### src/rtl/uart_rx.sv
// uart_rx: 16x oversampled UART receiver with internal baud tick and stop-bit frame-error flag.
module uart_rx #(
  parameter int DBIT     = 8,
  parameter int SB_TICK  = 16,
  parameter int NB_STATE = 2,
  parameter int DVSR     = 163,
  parameter int NB_DVSR  = 8
) (
  input  logic            i_clock,
  input  logic            i_reset,
  input  logic            i_rx,
  output logic [DBIT-1:0] o_rx_data,
  output logic            o_rx_done,
  output logic            o_frame_error
);
  localparam int NB_N = DBIT > 1 ? $clog2(DBIT) : 1;
  localparam logic [NB_DVSR-1:0] T_LAST = NB_DVSR'(DVSR - 1);
  localparam logic [NB_N-1:0]    N_LAST = NB_N'(DBIT - 1);
  localparam logic [3:0]         S_STOP = 4'(SB_TICK - 1);
  typedef enum logic [NB_STATE-1:0] {IDLE, START, DATA, STOP} state_t;
  logic               rx_m, rx_s, tick;
  logic [NB_DVSR-1:0] cnt;
  logic [3:0]         s;
  logic [NB_N-1:0]    n;
  logic [DBIT-1:0]    b;
  state_t             state;
  assign tick = cnt == T_LAST;
  always_ff @(posedge i_clock or negedge i_reset)
    if (!i_reset) {rx_m, rx_s} <= 2'b11;
    else {rx_m, rx_s} <= {i_rx, rx_m};
  // Free-running: the tick phase is independent of frame activity.
  always_ff @(posedge i_clock or negedge i_reset)
    if (!i_reset) cnt <= '0;
    else cnt <= tick ? '0 : cnt + 1'b1;
  always_ff @(posedge i_clock or negedge i_reset)
    if (!i_reset) begin
      state         <= IDLE;
      s             <= '0;
      n             <= '0;
      b             <= '0;
      o_rx_data     <= '0;
      o_rx_done     <= 1'b0;
      o_frame_error <= 1'b0;
    end else begin
      o_rx_done <= 1'b0;
      case (state)
        IDLE:
          if (!rx_s) begin
            s     <= '0;
            state <= START;
          end
        START:
          if (tick) begin
            if (s == 4'd7) begin
              s     <= '0;
              n     <= '0;
              state <= rx_s ? IDLE : DATA;
            end else s <= s + 4'd1;
          end
        DATA:
          if (tick) begin
            if (s == 4'd15) begin
              s     <= '0;
              b     <= {rx_s, b[DBIT-1:1]};
              n     <= n == N_LAST ? n : n + 1'b1;
              state <= n == N_LAST ? STOP : DATA;
            end else s <= s + 4'd1;
          end
        STOP:
          if (tick) begin
            if (s == S_STOP) begin
              o_rx_data     <= b;
              o_frame_error <= ~rx_s;
              o_rx_done     <= 1'b1;
              state         <= IDLE;
            end else s <= s + 4'd1;
          end
        default: state <= IDLE;
      endcase
    end
endmodule

### config.mk
export PLATFORM = sky130hd
export DESIGN_NAME = uart_rx
export DESIGN_NICKNAME = d
export VERILOG_FILES = /design/src/rtl/uart_rx.sv
export SDC_FILE = /design/constraint.sdc
export NUM_CORES = 1
export LEC_CHECK = 0
export CAP_MARGIN = 5
export CORE_MARGIN = 3
export CORE_UTILIZATION = 56
export CTS_CLUSTER_DIAMETER = 30
export DETAILED_ROUTE_END_ITERATION = 8
export PLACE_DENSITY = 0.76
export SLEW_MARGIN = 10
export SYNTH_ARGS = -nofsm -noshare
export SYNTH_HDL_FRONTEND = slang
export SYNTH_SLANG_ARGS = --single-unit
### constraint.sdc
create_clock -name i_clock -period 2.6 [get_ports i_clock]
set_clock_uncertainty 0.05 [all_clocks]
set_input_delay 0.78 -clock i_clock [delete_from_list [all_inputs] [get_ports i_clock]]
set_output_delay 0.78 -clock i_clock [all_outputs]
set_load 0.005 [all_outputs]
# --- Word-level counts from Yosys, hierarchy flattened ---
# Index checks and enable logic that the tools add are counted.
word_totals:
  ff_bits: 37
  in_bits: 3
  wordCells: 65
classes:
  addsub: 3
  n_eq_ne: 16
  muxes: 28
  bitwise_logic: 1
  n_reduce_logical: 7
ops:
  columns: ["op", "count"]
  rows:
  - ["4-bit two-way mux", 7]
  - ["2-bit inequality test, second input constant", 9]
  - ["2-bit two-way mux", 8]
  - ["4-bit one-hot mux with 4 select lines", 1]
  - ["3-bit two-way mux", 5]
  - ["8-bit by 1-bit adder with 8-bit output, second input constant", 1]
  - ["8-bit equality test, second input constant", 1]
  - ["8-bit two-way mux", 1]
  - ["2-bit one-hot mux with 4 select lines", 1]
  - ["7-bit AND reduction", 1]
  - ["3-bit one-hot mux with 2 select lines", 1]
  - ["3-bit AND reduction", 2]
  - ["6-bit AND reduction", 1]
  - ["5-bit AND reduction", 1]
  - ["4-bit by 1-bit adder with 4-bit output, second input constant", 1]
  - ["2-bit equality test, second input constant", 2]
  - ["4-bit by 3-bit equality test with 1-bit output, second input constant", 1]
  - ["4-bit equality test, second input constant", 1]
  - ["1-bit two-way mux", 4]
  - ["3-bit by 1-bit adder with 3-bit output, second input constant", 1]
  - ["3-bit equality test, second input constant", 1]
  - ["2-bit by 1-bit equality test with 1-bit output, second input constant", 1]
  - ["2-bit logical NOT", 1]
  - ["2-bit nonzero test", 1]
  - ["1-bit NOT", 1]

# --- Depth between registers and ports, before layout ---
# Gate-level depths: netlist (run 1).
logic_depth:
  word_depth: 5
  mapped_depth: 7

# --- Worst setup path after synthesis (run 1) ---
# Ideal clock, no wire load.
synth_timing:
  path_type: "register to register"
  startpoint: "register cnt[0]"
  endpoint: "register o_frame_error"
  setup_ns: 0.125
  arrival_ns: 1.726
  t_required_ns: 2.425
  setup_slack_ns: 0.699
  path_stages_with_launch: 8
  path_buffers: 1
  period_less_slack_ns: 1.901
  cell_sequence: "dfrtp_1 -> inv_1 -> ha_1 -> and4b_1 -> and3_1 -> and3_1 -> buf_2 -> mux2_2"
synth_between:
  elab_chain_len: 2
synth_rtl:
  columns: ["item", "line_no", "rtl"]
  rows:
  - ["from (decl)", "22", "logic [NB_DVSR-1:0] cnt;"]
  - ["from (signal assigned)", "34", "else cnt <= tick ? '0 : cnt + 1'b1;"]
  - ["8-bit equality test", "27", "assign tick = cnt == T_LAST;"]
  - ["3-bit AND reduction (no source line)", null, null]
  - ["to (signal assigned)", "73", "o_frame_error <= ~rx_s;"]
  - ["to (decl)", "14", "output logic o_frame_error"]
# No other way between the ends.
# A chain may end at the register's enable or synchronous reset.

# --- Final worst setup path (run 1) ---
layout_timing:
  startpoint: "register cnt[0]"
  endpoint: "register o_rx_data[6]"
layout_between:
  elab_chain_len: 2
layout_rtl:
  columns: ["item", "line_no", "rtl"]
  rows:
  - ["8-bit equality test", "27", null]
  - ["3-bit AND reduction (no source line)", null, null]
  - ["to (signal assigned)", "41", "o_rx_data <= '0;"]
  - ["to (signal assigned)", "72", "o_rx_data <= b;"]
  - ["to (decl)", "12", "output logic [DBIT-1:0] o_rx_data,"]
# No other way between the ends.

==> impl_metrics.tcl, run 1 <==
set metrics [dict create \
    finalNetCount 161 \
    max_slew_margin_pct 49.2 \
    die_y_um 60.6 \
    power_density_nw_per_um2 526 \
    core-area_um2 2810 \
    yosysWarnings 0 \
    grt_use_total_pct 16.9 \
    synth_top_area_share_pct 52.5 \
    finalHoldViolCount 0 \
    synth_edf_count 0 \
    multi_input_area_um2 702 \
    crit_path_end_kind "flop" \
    syn_nets 145 \
    fmax_mhz 460 \
    cts_resized 0 \
    total_power_uw 996 \
    die_x_um 60.6 \
    finalSetupViolCount 0 \
    status "complete, no violations" \
    antenna_left 0 \
    dp_hpwl_um 1940 \
    regArea_um2 928 \
    drt_iter0_drc 46 \
    ys_types 32 \
    antenna_found_initial 0 \
    start_util_pct 59.5 \
    layout-drive-gt1-share_pct 18.8 \
    synth.avg_cell_area_um2 12.2 \
    cp-start-kind "flop" \
    grt_max_degree 38 \
    drt_wl_total_um 2600 \
    grt_pass1_vias 1022 \
    clkLatencyLatePin_ps 330 \
    io_pins 13 \
    whs_ps 313 \
    die_area_um2 3670 \
    fp-row-count 19 \
    cts.sinks 37 \
    crit_arrival_ps 2350 \
    maxSlewViolCount 0 \
    fillers 215 \
    tns_ps 0 \
    vias 1071 \
    post_drt_wl_per_cell_um 14.0 \
    final.period_utilization_pct 83.5 \
    synth_seq_cells 37 \
    fin_util_pct 67.6 \
    grt_pass1_wl_um 4500 \
    fin_crit_ps 2170 \
    port_buffers 12 \
    synthFlopType "dfrtp_1" \
    grt-ovfl-total 0 \
    cts_hold_buf 0 \
    clock_path_buffers 2 \
    final_area_um2 1900 \
    synthTopCellsByArea "dfrtp_1, mux2_2, ha_1" \
    irDropWorstVdd_mv 0.348 \
    synthArstFlopShare_pct 100 \
    yosysMostFrequentCell "dfrtp_1" \
    critPathKind "flop to flop" \
    hold_path_class "flop to flop" \
    yosysSeqAreaShare_pct 55.6 \
    drt_pre_antenna_iters 4 \
    syn_inst 137 \
    vias_per_cell 5.79 \
    required_ps 2780 \
    cts_htree_levels 2 \
    post_dp_cell_area_um2 1810 \
    tightest_slew_ps 762 \
    area.growth.synth_to_final_pct 13.6 \
    numCtsBuffers 5 \
    path_max_fanout 10 \
    gp_routability_congestion 0.793 \
    synth_common_cells "dfrtp_1, mux2_2, nor2_1" \
    drv_cap 0 \
    cts_tree "built" \
    p_leak_uw 0.000918 \
    synth_area_leader_cell "dfrtp_1" \
    grt_setup_unrepaired "no" \
    cts_root_buf "clkbuf_4" \
    clk_pin_slew_ps 100 \
    syn-cell-area_um2 1670 \
    antennaDiodeCount 0 \
    drc_errors 0 \
    postCtsSetupBuffers 0 \
]
==> final timing paths <==
check	from	endpoint	slack, ps	cells after the start
worst max register to register	cnt[0]	o_rx_data[6]	430	6
worst min-delay path	rx_m	rx_s	310	0
worst min register to register	rx_m	rx_s	310	0
min in group asynchronous	i_reset	cnt[5]	460	1
max in group asynchronous	i_reset	o_rx_data[2]	1560	1
worst max-delay path	cnt[0]	o_rx_data[6]	430	6
==> final cells by class <==
| class | count | share of cell area (%) |
|---|---|---|
| clock inverters | 1 | 1.58 |
| flip-flops and latches | 37 | 49.0 |
| well taps | 31 | 2.05 |
| inverters | 7 | 1.39 |
| clock buffers | 7 | 2.90 |
| repair buffers | 12 | 6.07 |
| multi-input cells | 90 | 37.0 |
==> routing by layer <==
layer,vias to the layer above,share of wire (%),track usage [%]
met2,16,48,26.0
met1,520,47,22.6
met3,4,3.3,4.47
met4,0,1.4,7.43
li1,531,-,-
met5,-,0,0
==> worst max-delay path: stages (launching register included) <==
cell and delay [ps]:
dfrtp_1 430, inv_1 70, ha_1 170, and4b_1 250, and3_1 240, and3_1 460, mux2_2 390
==> per-stage QoR <==
step                worst slack [ps]  instances
floorplan                        699        137
finish                           428        185
CTS                              407        185
global route                     279        185
detailed placement               424        177
global placement                 510        177
==> kinds of logic (layout without fill, tap and decap cells) <==
family	after synthesis	after routing	synth area share (%)
compound gates	20	20	7.87
xor+xnor	5	5	2.62
fa+ha+maj	5	5	3.75
buf+inv	10	27	2.32
flops	37	37	55.6
mux	21	21	13.9
simple gates	39	39	13.9
==> cell usage in the layout, fill, tap and decap left out, drive strengths merged <==
master         netlist  routed
nor3                 2       2
dfstp                2       2
nand2                6       6
or3                  3       3
a31oi                6       6
o2bb2ai              2       2
o21ai                6       6
nor4                 1       1
clkbuf               2       7
and2b                1       1
nand4b               1       1
buf                  1       1
o31ai                1       1
and4b                2       2
clkdlybuf4s50        0      11
nand4                3       3
and3                 4       4
dfrtp               35      35
nand3                2       2
a22o                 3       3
nor2                10      10
inv                  7       7
mux2i                3       3
nor2b                1       1
bufinv               0       1
xnor2                5       5
mux2                18      18
nor3b                1       1
ha                   5       5
and2                 2       2
a21oi                1       1
a211oi               1       1
==> power breakdown <==
group	switching (uW)	total (uW)	internal (uW)
clock	174	403	230
sequential	0.978	579	578
combinational	11.4	14.1	2.62
==> sequential cells by signal, summed over array words and instances, names as in the netlist, named ones only <==
| name | cells |
|---|---|
| n | 3 |
| rx_s | 1 |
| rx_m | 1 |
| cnt | 8 |
| o_frame_error | 1 |
| state | 1 |
| s | 4 |
| o_rx_done | 1 |
| o_rx_data | 8 |
| b | 8 |
No activity file was read; power rests on OpenSTA's default activity.
==> inputs of run 2 (changes only) <==
- clock period: 2.6 -> 2.3 ns (I/O delays scaled with it)
==> impl_metrics.tcl, run 2 (synthesis results as in run 1) <==
set metrics [dict create \
    timing.rr.end "o_rx_data[6]" \
    clkPwrFrac_pct 32.3 \
    grt_pass1_vias 1039 \
    finalNetCount 163 \
    p_leak_uw 0.000912 \
    core-area_um2 2810 \
    p_int_uw 775 \
    grt_use_total_pct 16.9 \
    vias_per_cell 5.74 \
    ff2ff_setup_slack_ps 270 \
    die_y_um 60.6 \
    layout_common_cells "dfrtp_1, mux2_2, clkdlybuf4s50_1" \
    cts.sinks 37 \
    path_max_fanout 10 \
    fin_util_pct 66.9 \
    total_power_uw 990 \
    drc_errors 0 \
    fin_crit_ps 2030 \
    clock_path_buffers 2 \
    holdPathEnd "rx_s" \
    drt_iter0_drc 69 \
    clkLatencyLatePin_ps 340 \
    tightest_slew_ps 769 \
    final_common_cell "dfrtp_1" \
    p_sw_share_pct 21.6 \
    numCtsBuffers 5 \
    holdPathStages 0 \
    die_x_um 60.6 \
    cts_resized 0 \
    antennaDiodeCount 0 \
    layout_setup_ws_ps 274 \
    cts_hold_buf 0 \
    final.period_utilization_pct 88.1 \
    hold_path_class "flop to flop" \
    cts_root_buf "clkbuf_4" \
    antenna_left 0 \
    reg2reg_from "cnt[0]" \
    power_density_nw_per_um2 527 \
    seqPwrFrac_pct 66.1 \
    power_switching_uw 214 \
    cts_tree "built" \
    min-delay-start "rx_m" \
    dp_slack_ps 140 \
    ff2ff_path_depth 6 \
    stdcell_count 187 \
    drv_cap 0 \
    dp_hpwl_um 1880 \
    max_slew_margin_pct 48.7 \
    gp_routability_congestion 0.790 \
    postCtsSetupBuffers 0 \
    area.growth.synth_to_final_pct 12.4 \
    crit_path_end_kind "flop" \
    grt_max_degree 38 \
    crit_arrival_ps 2190 \
    tns_ps 0 \
    cp-start-kind "flop" \
    required_ps 2460 \
    layout-drive-gt1-share_pct 19.9 \
    place_inst 179 \
    grt_pass1_wl_um 4550 \
    fp-row-count 19 \
    io_pins 13 \
    critPathKind "flop to flop" \
    largest_registers "b: 8 flops, cnt: 8 flops, o_rx_data: 8 flops" \
    cts_htree_levels 2 \
    die_area_um2 3670 \
    finalHoldViolCount 0 \
    drt_pre_antenna_iters 4 \
    clk_pin_slew_ps 90 \
    drt_wl_total_um 2590 \
    finalSetupViolCount 0 \
    maxSlewViolCount 0 \
    antenna_found_initial 0 \
    irDropWorstVdd_mv 0.461 \
    post_drt_wl_per_cell_um 13.8 \
    vias 1074 \
    status "complete, no violations" \
    port_buffers 12 \
    grt_setup_unrepaired "no" \
    fmax_mhz 494 \
    grt-ovfl-total 0 \
    start_util_pct 59.5 \
    combPwrFrac_pct 1.6 \
]
[run 2: cell type report]
| type | count | area, um2 |
|---|---|---|
| clock buffers | 7 | 45.0 |
| clock inverters | 1 | 5.00 |
| fillers | 217 | 928 |
| inverters | 7 | 26.3 |
| multi-input cells | 90 | 703 |
| flip-flops and latches | 37 | 928 |
| well taps | 31 | 38.8 |
| repair buffers | 14 | 130 |
[run 2: critical path, stage by stage (launching register included)]
cell,delay [ps]
dfrtp_1,430
inv_1,70
ha_1,170
and4b_1,240
and3_1,240
and3_2,350
mux2_2,370
[run 2: metrics by stage]
| stage | hold WS, ps | area [um2] |
|---|---|---|
| global route | 317 | 1880 |
| finish | 309 | 1880 |
| detailed placement | 297 | 1830 |
| CTS | 311 | 1880 |
| global placement | 296 | 1830 |
| floorplan | 295 | 1670 |
[run 2: how the worst max path moves through the flow]
stage | slack [ps] | start | endpoint | cells past startpoint
6_report | 270 | cnt[0] | o_rx_data[6] | 6
5_1_grt | 140 | cnt[0] | o_rx_data[6] | 6
4_1_cts | 140 | cnt[0] | o_rx_data[6] | 6
3_5_place_dp | 140 | cnt[0] | o_rx_data[6] | 6
3_3_place_gp | 210 | cnt[0] | o_rx_data[4] | 6
2_1_floorplan | 400 | cnt[0] | o_frame_error | 7
[run 2: power groups by stage]
stage / sequential (uW) / clock, uW / combinational [uW]
after detailed placement: 667 / 0 / 17.1
after floorplan: 667 / 0 / 1.84
after global placement: 667 / 0 / 16.5
final: 654 / 319 / 16.0
after global routing: 655 / 358 / 19.0
after CTS: 654 / 327 / 17.1
[run 2: per-layer routing]
layer,GRT usage (%),vias to the layer above,wire length [um]
li1,-,527,-
met1,23.0,526,1240
met2,25.5,14,1210
met3,4.47,7,87
met4,7.43,0,46
met5,0,-,0
==> inputs of run 3 (changes only) <==
- CORE_UTILIZATION: 56 -> 59
- CTS_BUF_LIST: not set -> sky130_fd_sc_hd__clkbuf_4
- PLACE_DENSITY: 0.76 -> 0.8
==> impl_metrics.tcl, run 3 (synthesis results as in run 1) <==
set metrics [dict create \
    status "complete, no violations" \
    critPathLaunch "cnt[0]" \
    cp_num_buf_inv 1 \
    path_max_fanout 10 \
    maxSlewViolCount 0 \
    p_sw_share_pct 20.9 \
    antennaDiodeCount 0 \
    power_switching_uw 211 \
    layout_common_cells "dfrtp_1, mux2_2, clkdlybuf4s50_1" \
    post_drt_wl_per_cell_um 14.5 \
    slowest_delay_ps 430 \
    p_int_uw 797 \
    final.period_utilization_pct 88.9 \
    cts_hold_buf 0 \
    power_density_nw_per_um2 536 \
    endpoint "o_rx_data[3]" \
    timing.rr.end "o_rx_data[3]" \
    area.growth.synth_to_final_pct 12.7 \
    io_pins 13 \
    dp_slack_ps 142 \
    numCtsBuffers 5 \
    grt_use_total_pct 18.6 \
    grt_pass1_wl_um 4880 \
    antenna_found_initial 0 \
    port_buffers 12 \
    cts_htree_levels 2 \
    core-area_um2 2590 \
    hold_path_class "flop to flop" \
    grt-ovfl-total 0 \
    stdcell_count 186 \
    largest_registers "b: 8 flops, cnt: 8 flops, o_rx_data: 8 flops" \
    gp_routability_congestion 0.813 \
    whs_ps 314 \
    die_x_um 59.2 \
    required_ps 2460 \
    p_leak_uw 0.000917 \
    cts.sinks 37 \
    final_common_cell "dfrtp_1" \
    grt_setup_unrepaired "no" \
    drt_wl_total_um 2690 \
    clkPwrFrac_pct 33.5 \
    combPwrFrac_pct 1.6 \
    clkLatencyLatePin_ps 340 \
    postCtsSetupBuffers 0 \
    fin_crit_ps 2040 \
    path_depth 6 \
    grt_max_degree 38 \
    cts_tree "built" \
    drc_errors 0 \
    crit_arrival_ps 2210 \
    drt_pre_antenna_iters 4 \
    fmax_mhz 489 \
    reg2reg_from "cnt[0]" \
    die_area_um2 3500 \
    tightest_slew_ps 761 \
    cp_top_family "simple AND/OR/NAND/NOR gates" \
    finalSetupViolCount 0 \
    finalHoldViolCount 0 \
    drv_cap 0 \
    fp-row-count 18 \
    clock_path_buffers 2 \
    vias_per_cell 5.72 \
    place_inst 178 \
    crit_path_end_kind "flop" \
    seqPwrFrac_pct 64.9 \
    cp-start-kind "flop" \
    irDropWorstVdd_mv 0.552 \
    clk_pin_slew_ps 90 \
    dp_hpwl_um 1960 \
    finalNetCount 163 \
    start_util_pct 64.4 \
    cts_root_buf "clkbuf_4" \
    max_slew_margin_pct 49.3 \
    cts_resized 0 \
    ff2ff_setup_slack_ps 260 \
    grt_pass1_vias 1134 \
    ff2ff_path_depth 6 \
    path_cells "inv_1, ha_1, and4b_1, and3_1, and3_2, mux2_2" \
    tns_ps 0 \
    vias 1064 \
    worst_path_max_delay_cell "dfrtp_1" \
    total_power_uw 1010 \
    layout-drive-gt1-share_pct 20.5 \
    critPathKind "flop to flop" \
    antenna_left 0 \
    layout_setup_ws_ps 255 \
    die_y_um 59.2 \
    drt_iter0_drc 30 \
]
[run 3: layout make-up]
cell class,instances,area (um2)
flip-flops and latches,37,928
fillers,186,708
multi-input cells,90,703
repair buffers,14,130
clock buffers,7,52.6
well taps,30,37.5
inverters,7,26.3
clock inverters,1,3.75
[run 3: worst min-delay path by stage]
stage | start | endpoint | slack (ps) | depth (start not counted)
6_report | rx_m | rx_s | 310 | 0
5_1_grt | rx_m | rx_s | 320 | 0
4_1_cts | rx_m | rx_s | 320 | 0
3_5_place_dp | rx_m | rx_s | 300 | 0
3_3_place_gp | rx_m | rx_s | 300 | 0
2_1_floorplan | rx_m | rx_s | 300 | 0
[run 3: worst reg2reg max path: stages (launching register included)]
cell and delay (ps):
dfrtp_1 430, inv_1 70, ha_1 170, and4b_1 240, and3_1 250, and3_2 350, mux2_2 370
[run 3: stage by stage]
stage                     instance area (um2)  util (%)
after CTS                                1880      72.6
after global routing                     1880      72.7
after detailed placement                 1820      70.4
after floorplan                          1670         -
after global placement                   1820      70.4
final                                    1880      72.7
[run 3: per-layer routing]
layer / GRT usage, % / part of all wire (%) / up-vias
met4: 9.06 / 1.9 / 0
met1: 22.7 / 46 / 514
met3: 4.58 / 2.9 / 7
met2: 30.6 / 49 / 12
met5: 0 / 0 / -
li1: - / - / 531
[run 3: power by group through the flow]
stage,Sequential [uW],Combinational [uW],Clock [uW]
finish,655,15.8,338
global placement,667,16.5,0
global route,655,19.1,379
CTS,655,17.2,349
floorplan,667,1.84,0
detailed placement,667,17.1,0
